<file path="src/rtl/cmd_queue_pkg.sv">
// Command word layout shared by the host, cmd_queue and the issuer.
package cmd_queue_pkg;

   typedef struct packed {
      logic [3:0]  op;
      logic [11:0] arg;
   } cmd_t;

endpackage

</file>
<file path="src/rtl/cmd_queue.sv">
// FWFT command FIFO feeding the issuer, with a popped-but-unfinished task
// counter and sticky protocol-error flags.
module cmd_queue #(
   parameter int unsigned DEPTH   = 16,
   parameter int unsigned CMD_W   = $bits(cmd_queue_pkg::cmd_t),
   parameter int unsigned HIGH_WM = 12,
   parameter int unsigned OUT_W   = 8
) (
   input  logic                     i_clk,
   input  logic                     i_rstn,
   input  logic                     i_push_valid,
   input  logic [CMD_W-1:0]         i_push_cmd,
   output logic                     o_push_ready,
   input  logic                     i_flush,
   output logic [CMD_W-1:0]         o_cmd,
   output logic                     o_empty,
   input  logic                     i_rd,
   input  logic                     i_finished_task,
   output logic [$clog2(DEPTH):0]   o_count,
   output logic                     o_high_water,
   output logic [OUT_W-1:0]         o_outstanding,
   output logic                     o_done,
   output logic [1:0]               o_err
);

   localparam int unsigned AW = $clog2(DEPTH);
   localparam int unsigned PW = AW + 1;
   localparam logic [OUT_W-1:0] OUT_MAX = '1;

   logic [CMD_W-1:0] mem_q [DEPTH];
   logic [PW-1:0]    wp_q, wp_d;
   logic [PW-1:0]    rp_q, rp_d;
   logic [OUT_W-1:0] out_q, out_d;
   logic [1:0]       err_q, err_d;

   logic full, empty, push, pop;

   // Wrap bit distinguishes full from empty when the index bits match.
   assign full  = (wp_q[AW-1:0] == rp_q[AW-1:0]) && (wp_q[AW] != rp_q[AW]);
   assign empty = (wp_q == rp_q);
   assign push  = i_push_valid && !full;
   assign pop   = i_rd && !empty;

   // Next-state for pointers, outstanding counter and sticky errors.
   always_comb begin
      wp_d  = wp_q;
      rp_d  = rp_q;
      out_d = out_q;
      err_d = err_q;
      if (i_flush) begin
         wp_d  = '0;
         rp_d  = '0;
         out_d = '0;
         err_d = '0;
      end else begin
         if (push) wp_d = wp_q + PW'(1);
         if (pop)  rp_d = rp_q + PW'(1);
         if (i_rd && empty) err_d[0] = 1'b1;
         if (pop && !i_finished_task) begin
            if (out_q != OUT_MAX) out_d = out_q + OUT_W'(1);
         end else if (!pop && i_finished_task) begin
            if (out_q == '0) err_d[1] = 1'b1;
            else             out_d = out_q - OUT_W'(1);
         end
      end
   end

   always_ff @(posedge i_clk or negedge i_rstn) begin
      if (!i_rstn) begin
         wp_q  <= '0;
         rp_q  <= '0;
         out_q <= '0;
         err_q <= '0;
      end else begin
         wp_q  <= wp_d;
         rp_q  <= rp_d;
         out_q <= out_d;
         err_q <= err_d;
      end
   end

   // Storage has no reset; flush and reset only move the pointers.
   always_ff @(posedge i_clk) begin
      if (push && !i_flush) mem_q[wp_q[AW-1:0]] <= i_push_cmd;
   end

   assign o_cmd         = empty ? '0 : mem_q[rp_q[AW-1:0]];
   assign o_empty       = empty;
   assign o_push_ready  = !full;
   assign o_count       = wp_q - rp_q;
   assign o_high_water  = (o_count >= PW'(HIGH_WM));
   assign o_outstanding = out_q;
   assign o_done        = empty && (out_q == '0);
   assign o_err         = err_q;

endmodule

</file>
<file path="config.mk">
export PLATFORM = sky130hd
export DESIGN_NAME = cmd_queue
export DESIGN_NICKNAME = d
export VERILOG_FILES = /design/src/rtl/cmd_queue_pkg.sv /design/src/rtl/cmd_queue.sv
export SDC_FILE = /design/constraint.sdc
export NUM_CORES = 1
export LEC_CHECK = 0
export ABC_CLOCK_PERIOD_IN_PS = 5090
export BUFFER_PORTS_ARGS = -buffer_cell sky130_fd_sc_hd__buf_4
export CELL_PAD_IN_SITES_DETAIL_PLACEMENT = 1
export CELL_PAD_IN_SITES_GLOBAL_PLACEMENT = 2
export CORE_ASPECT_RATIO = 2
export CORE_MARGIN = 2
export CORE_UTILIZATION = 37
export CTS_CLUSTER_SIZE = 10
export DETAILED_ROUTE_END_ITERATION = 10
export HOLD_SLACK_MARGIN = 0.06
export PLACE_DENSITY = 0.72
export SYNTH_ARGS = -nofsm -noshare
export SYNTH_HDL_FRONTEND = slang
export SYNTH_SLANG_ARGS = --single-unit
</file>
<file path="constraint.sdc">
create_clock -name i_clk -period 5.09 [get_ports i_clk]
set_input_delay 0.509 -clock i_clk [delete_from_list [all_inputs] [get_ports i_clk]]
set_output_delay 0.509 -clock i_clk [all_outputs]
set_load 0.02 [all_outputs]
</file>
==> metrics.txt, run 1 <==
Peak VDD IR 0.288 mV; EDFF count, synth 256; Final ANT Viol Nets 0; Post-Synth Simple-Gate Area 4.56%; CP Class reg -> out; CP Data Arrival Time 3.34 ns; Seq pwr share 45.2%; syn avg cell area 20.3 um^2; Clk network pwr share 33.2%; share of layout cells above drive strength 1 30.6%; status completed; vias 5559; initial antenna violation count 0; first-pass GRT wire length 39.0 mm; Die Span X 128 um; count of different cell masters after synthesis 51; setup violators final 0; DRT iter0 DRCs 328; cell-internal power 4.22 mW; post-synthesis adder-cell area fraction 1.81%; Clk Tree Root Cell clkbuf_16; Worst-path clk slew 0.06 ns; die area 32500 um^2; htree depth 1; relative slew slack 24.1%; complex-gate fraction of the synthesized area 2.43%; YS warnings 0; Fin. Hold Viols 0; Reg2Reg Depth 7; FF-to-FF setup slack 1.40 ns; Post-CTS Setup Bufs 0; total track usage 16.4%; commonest non-fill, non-tap cell in the layout edfxtp_1; CP Max Fanout 24; XOR/XNOR Fraction of Synth Area 1.30%; # port buffers 56; Seq/Total Area, Yosys 71.4%; Die Height 253 um; min Tclk post-route 3.85 ns; post-CTS sizing 0; I/O pin cnt 57; Sw Pwr 1.60 mW; fin nets 685; core area 30600 um^2; Slew @ Worst Pin 1.14 ns; Combinational Power Share 21.6%; CTS tree done; post-synthesis mux area share 16.2%; most frequent cells in the layout 256 x edfxtp_1, 73 x buf_4, 67 x mux4_2; Filler Cell Count 2881; Layout area overhead 15.0%; RR Startpoint rp_q[0]; asr flop ratio synth 7.25%; Power Density 441 nW/um^2; Final period util 75.7%; CTS Buffer Depth 3; RSZ-0062 raised after global routing no; Hold Slack 0.229 ns; capturing point of the worst reg2reg path mem_q[3][6]; Worst Skew 0.0151 ns; Sink Count 276; Min-Delay Path Class in -> reg; WP data required 4.58 ns; Hold Path Stages 3; Slew Limit Fails 0; endpoint class of the critical path output pin; CTS Buf Count 31; drt first pass iters 4; Seq cells post-synth 276; Sw Ratio 27.5%; Post-Route WL 26.0 mm; CP Launch Point rp_q[0]; Leak 4.34 nW; Syn Inst Count 564; vias in the first global route 6121; Placer Congestion 0.784; fmax 0.260 GHz; WL/cell 25.3 um; setup TNS 0 ns; placed wire-length estimate 15.9 mm; Initial Utilization 37.4%; Synth Flop Type edfxtp_1; FP Rows 91; GR Overflow Total 0; Mapped Area 11500 um^2; Worst setup SP type register; count of maximum capacitance violations 0; Worst-Skew Late Latency 0.57 ns; largest family of logic cells by synthesized area multiplexers; vias per inst 5.40; Antenna Cells 0; syn_nets 602; largest net degree at the start of global routing 69; Util after Layout 43.0%; DR DRC count 0; Critical Path Sink o_cmd[12]
[through the flow]
step	worst slack [ns]	instance area, um^2	power [mW]	instances
CTS	1.11	13200	5.89	1029
detailed placement	1.38	12300	3.95	985
finish	1.24	13200	5.82	1029
global route	1.08	13200	6.05	1029
floorplan	1.36	11500	3.55	564
global placement	1.49	12300	3.94	985
[Yosys cell counts, drive strengths merged, types with 2 or more instances]
master  instances  area (um^2)
nand2          16         60.1
clkbuf          4         15.0
a211oi          3         22.5
o211ai          3         22.5
nor4            2         12.5
nor2b          19          156
ha             15          188
xnor2          11         96.3
dfrtp          20          500
a21oi          14         70.1
nand2b          6         37.5
nor2           30          113
nor3            5         25.0
buf            19          184
nand3           2         10.0
o21ai           3         15.0
mux4           80         1850
a21boi          5         41.3
a21o            5         37.5
nand4           8         50.1
xor2            6         52.6
or2             2         12.5
edfxtp        256         7690
inv            13         48.8
[cell families after synthesis]
logic type,after synthesis
AO/OA/AOI/OAI,41
XOR/XNOR,17
adder cells (fa/ha/maj),16
buffers and inverters,37
flip-flops,276
multiplexers,81
AND/OR/NAND/NOR,96
[layout make-up]
class                      instances  area [um^2]  share of cell area, %
clock inverter                     2         25.0                  0.190
inverter                          13         48.8                  0.370
timing repair buffer              74          558                   4.23
sequential                       276         8190                   62.2
tap                              372          465                   3.53
clock buffer                      41          813                   6.17
multi-input combinational        251         3080                   23.3
[what timing repair did]
action	in CTS	in global routing
setup endpoints to repair	0	0
hold buffers	1	0
hold endpoints to repair	20	0
[critical path, cell delays in order (launching register included)]
cell and delay (ns):
dfrtp_4 0.74, buf_4 0.51, mux4_1 0.68, mux4_2 0.50, nor2b_4 0.14, buf_4 0.18
[worst min-delay path by stage]
stage                      start               end
after floorplan           i_rstn          o_err[0]
after global placement    i_rstn          o_err[1]
after detailed placement  i_rstn  o_outstanding[7]
after CTS                   i_rd          o_err[0]
after global routing        i_rd          o_err[0]
final                       i_rd          o_err[0]
[power groups by stage]
stage	combinational (mW)	sequential, mW	clock [mW]
after floorplan	0.891	2.66	0
after global placement	1.27	2.67	0
after detailed placement	1.27	2.68	0
after CTS	1.28	2.63	1.97
after global routing	1.37	2.64	2.04
final	1.26	2.63	1.93
[sequential cells by signal, indices dropped and copies added, names as in the netlist]
signal,flops
wp_q,5
mem_q,256
o_err,2
rp_q,5
o_outstanding,8
[layer usage]
metal / part of all wire, % / global-route usage, % / up-vias
li1: - / - / 2464
met1: 40 / 21.1 / 2921
met2: 53 / 28.7 / 131
met3: 4.5 / 1.92 / 43
met4: 2.6 / 5.75 / 0
met5: 0 / 0 / -
Note: power is estimated with default switching activity, not from simulation.
==> run 2, diff against run 1 <==
--- a/config.mk
+++ b/config.mk
@@ -5,7 +5,7 @@
 export SDC_FILE = /design/constraint.sdc
 export NUM_CORES = 1
 export LEC_CHECK = 0
-export ABC_CLOCK_PERIOD_IN_PS = 5090
+export ABC_CLOCK_PERIOD_IN_PS = 3600
 export BUFFER_PORTS_ARGS = -buffer_cell sky130_fd_sc_hd__buf_4
 export CELL_PAD_IN_SITES_DETAIL_PLACEMENT = 1
 export CELL_PAD_IN_SITES_GLOBAL_PLACEMENT = 2
==> constraint.sdc (replaced) <==
create_clock -name i_clk -period 3.6 [get_ports i_clk]
set_input_delay 0.36 -clock i_clk [delete_from_list [all_inputs] [get_ports i_clk]]
set_output_delay 0.36 -clock i_clk [all_outputs]
set_load 0.02 [all_outputs]
==> run 2 against run 1 <==
Sequential share of layout area is 0.85 points lower. Total power is 41% higher. Count of clock-buffer cells in the layout is 1 higher. Global-route usage is 0.33 points lower. Critical path depth stayed put. First-iteration DRC count is 6.4% lower. Sequential power is 40% higher. Via count is 0.72% higher.
==> metrics.txt, run 2 (same netlist as run 1, synthesis figures left out) <==
status completed; RSZ-0062 raised after global routing no; Filler Cell Count 2898 (+0.59%); CTS tree done; Sink Count 276 (unchanged); CP Max Fanout 68 (+180%); CP most frequent cell buf_4; fin nets 694 (+1.3%); fmax 0.296 GHz; setup violators final 0 (unchanged); Layout area overhead 16.6%; min Tclk post-route 3.38 ns; CP Cell Sequence buf_4, mux4_1, mux4_2, nor2b_1, buf_4; total track usage 16.1% (-0.33 points); share of layout cells above drive strength 1 31.3% (+0.74 points); core area 30600 um^2 (unchanged); Worst Skew 0.00920 ns (-0.00588 ns); Antenna Cells 0 (unchanged); GR Overflow Total 0 (unchanged); drt first pass iters 4 (unchanged); DR DRC count 0 (unchanged); DRT iter0 DRCs 307 (-6.4%); Die Height 253 um (unchanged); Power Density 614 nW/um^2 (+39%); Util after Layout 43.6% (+0.60 points); placed cell count 994 (+0.91%); Initial Utilization 37.4% (unchanged); Min-Delay Path Class in -> reg; Worst-path clk slew 0.06 ns (about the same); first-pass GRT wire length 38.7 mm (-0.76%); placed wire-length estimate 15.0 mm (-5.4%); Slew Limit Fails 0 (unchanged); endpoint class of the critical path output pin; count of maximum capacitance violations 0 (unchanged); CTS Buffer Depth 3 (unchanged); FP Rows 91 (unchanged); Worst setup SP type register; Post-Route WL 25.3 mm (-2.6%); Fin. Hold Viols 0 (unchanged); Clk Tree Root Cell clkbuf_16; crit-path max cell delay 0.75 ns (about the same); crit path max-delay cell type buf_4; WL/cell 24.4 um (-3.5%); Final ANT Viol Nets 0 (unchanged); vias in the first global route 6127 (+0.098%); max FFs per register 256 (unchanged); Post-CTS Setup Bufs 0 (unchanged); Slew @ Worst Pin 1.02 ns (-0.116 ns); I/O pin cnt 57 (unchanged); Leak 4.41 nW (+1.6%); Placer Congestion 0.775 (-1.0%); relative slew slack 32.0% (+7.8 points); Peak VDD IR 0.491 mV (+71%); Final period util 93.9%; fin area 13400 um^2 (+1.4%); CTS Buf Count 31 (unchanged); CP Data Arrival Time 3.02 ns (-0.32 ns); largest net degree at the start of global routing 69 (unchanged); initial antenna violation count 0 (unchanged); Worst-Skew Late Latency 0.57 ns (about the same); fin cells 1039 (+0.97%); Die Span X 128 um (unchanged); most frequent cells in the layout 256 x edfxtp_1, 73 x buf_4, 67 x mux4_2; die area 32500 um^2 (unchanged); htree depth 1 (unchanged); Placed Area 12500 um^2 (+1.5%); CP Class reg -> out; commonest non-fill, non-tap cell in the layout edfxtp_1; setup TNS 0 ns (unchanged); # port buffers 56 (unchanged); vias 5599 (+0.72%); WP data required 3.24 ns (-1.34 ns); vias per inst 5.39 (-0.25%)
==> run 2: cell types whose count changed in the layout (fill, tap and decap cells not counted) <==
cell / delta
clkbuf_1: +1
buf_12: +9
clkinv_1: +1
clkinv_2: -1
==> run 2: final cells by class <==
cell class | instances | area, um^2 | share of cell area (%)
sequential | 276 | 8190 | 61.3
multi-input combinational | 251 | 3080 | 23.0
clock buffer | 42 | 817 | 6.11
timing repair buffer | 83 | 738 | 5.52
tap | 372 | 465 | 3.48
inverter | 13 | 48.8 | 0.365
clock inverter | 2 | 23.8 | 0.178
==> run 2: critical path, delay by kind of cell, from the launching register on <==
| family | cells | cell delay [ns] |
|---|---|---|
| buffers and inverters | 2 | 0.93 |
| flip-flops | 1 | 0.36 |
| AND/OR/NAND/NOR | 1 | 0.17 |
| multiplexers | 2 | 0.94 |
==> run 2: through the flow <==
step	setup WS [ns]	hold WS (ns)	power [mW]
floorplan	0.295	0.0644	5.02
global placement	0.477	0.268	5.55
detailed placement	0.378	0.268	5.57
CTS	0.151	0.0605	8.32
global route	0.0481	0.0891	8.57
finish	0.220	0.0833	8.20
==> run 2: path summary, 6_finish.rpt <==
check                           slack [ns]  cells after the start          endpoint            from
worst min register to register        0.51                      2          o_err[0]        o_err[0]
max in group asynchronous             3.11                      2           rp_q[0]          i_rstn
worst max register to register        0.36                     10  o_outstanding[5]         wp_q[2]
worst max-delay path                  0.22                      5          o_cmd[2]         rp_q[1]
worst min-delay path                  0.08                      1      mem_q[2][13]  i_push_cmd[13]
min in group asynchronous             0.23                      2          o_err[1]          i_rstn
==> run 2: routing by layer <==
metal	vias up	routed length, um	GRT usage [%]
met5	-	0	0
met3	33	828	1.90
li1	2487	-	-
met4	0	451	4.87
met1	2970	10600	21.4
met2	109	13500	27.7
==> run 2: what timing repair did <==
action | CTS | global route
hold buffers | 1 | 0
hold endpoints to repair | 20 | 0
resized for setup | 0 | 0
==> run 2: where the power goes <==
| part | total, mW | switching [mW] | internal (mW) |
|---|---|---|---|
| clock network | 2.73 | 1.17 | 1.56 |
| logic | 1.80 | 0.961 | 0.836 |
| registers | 3.68 | 0.0934 | 3.58 |
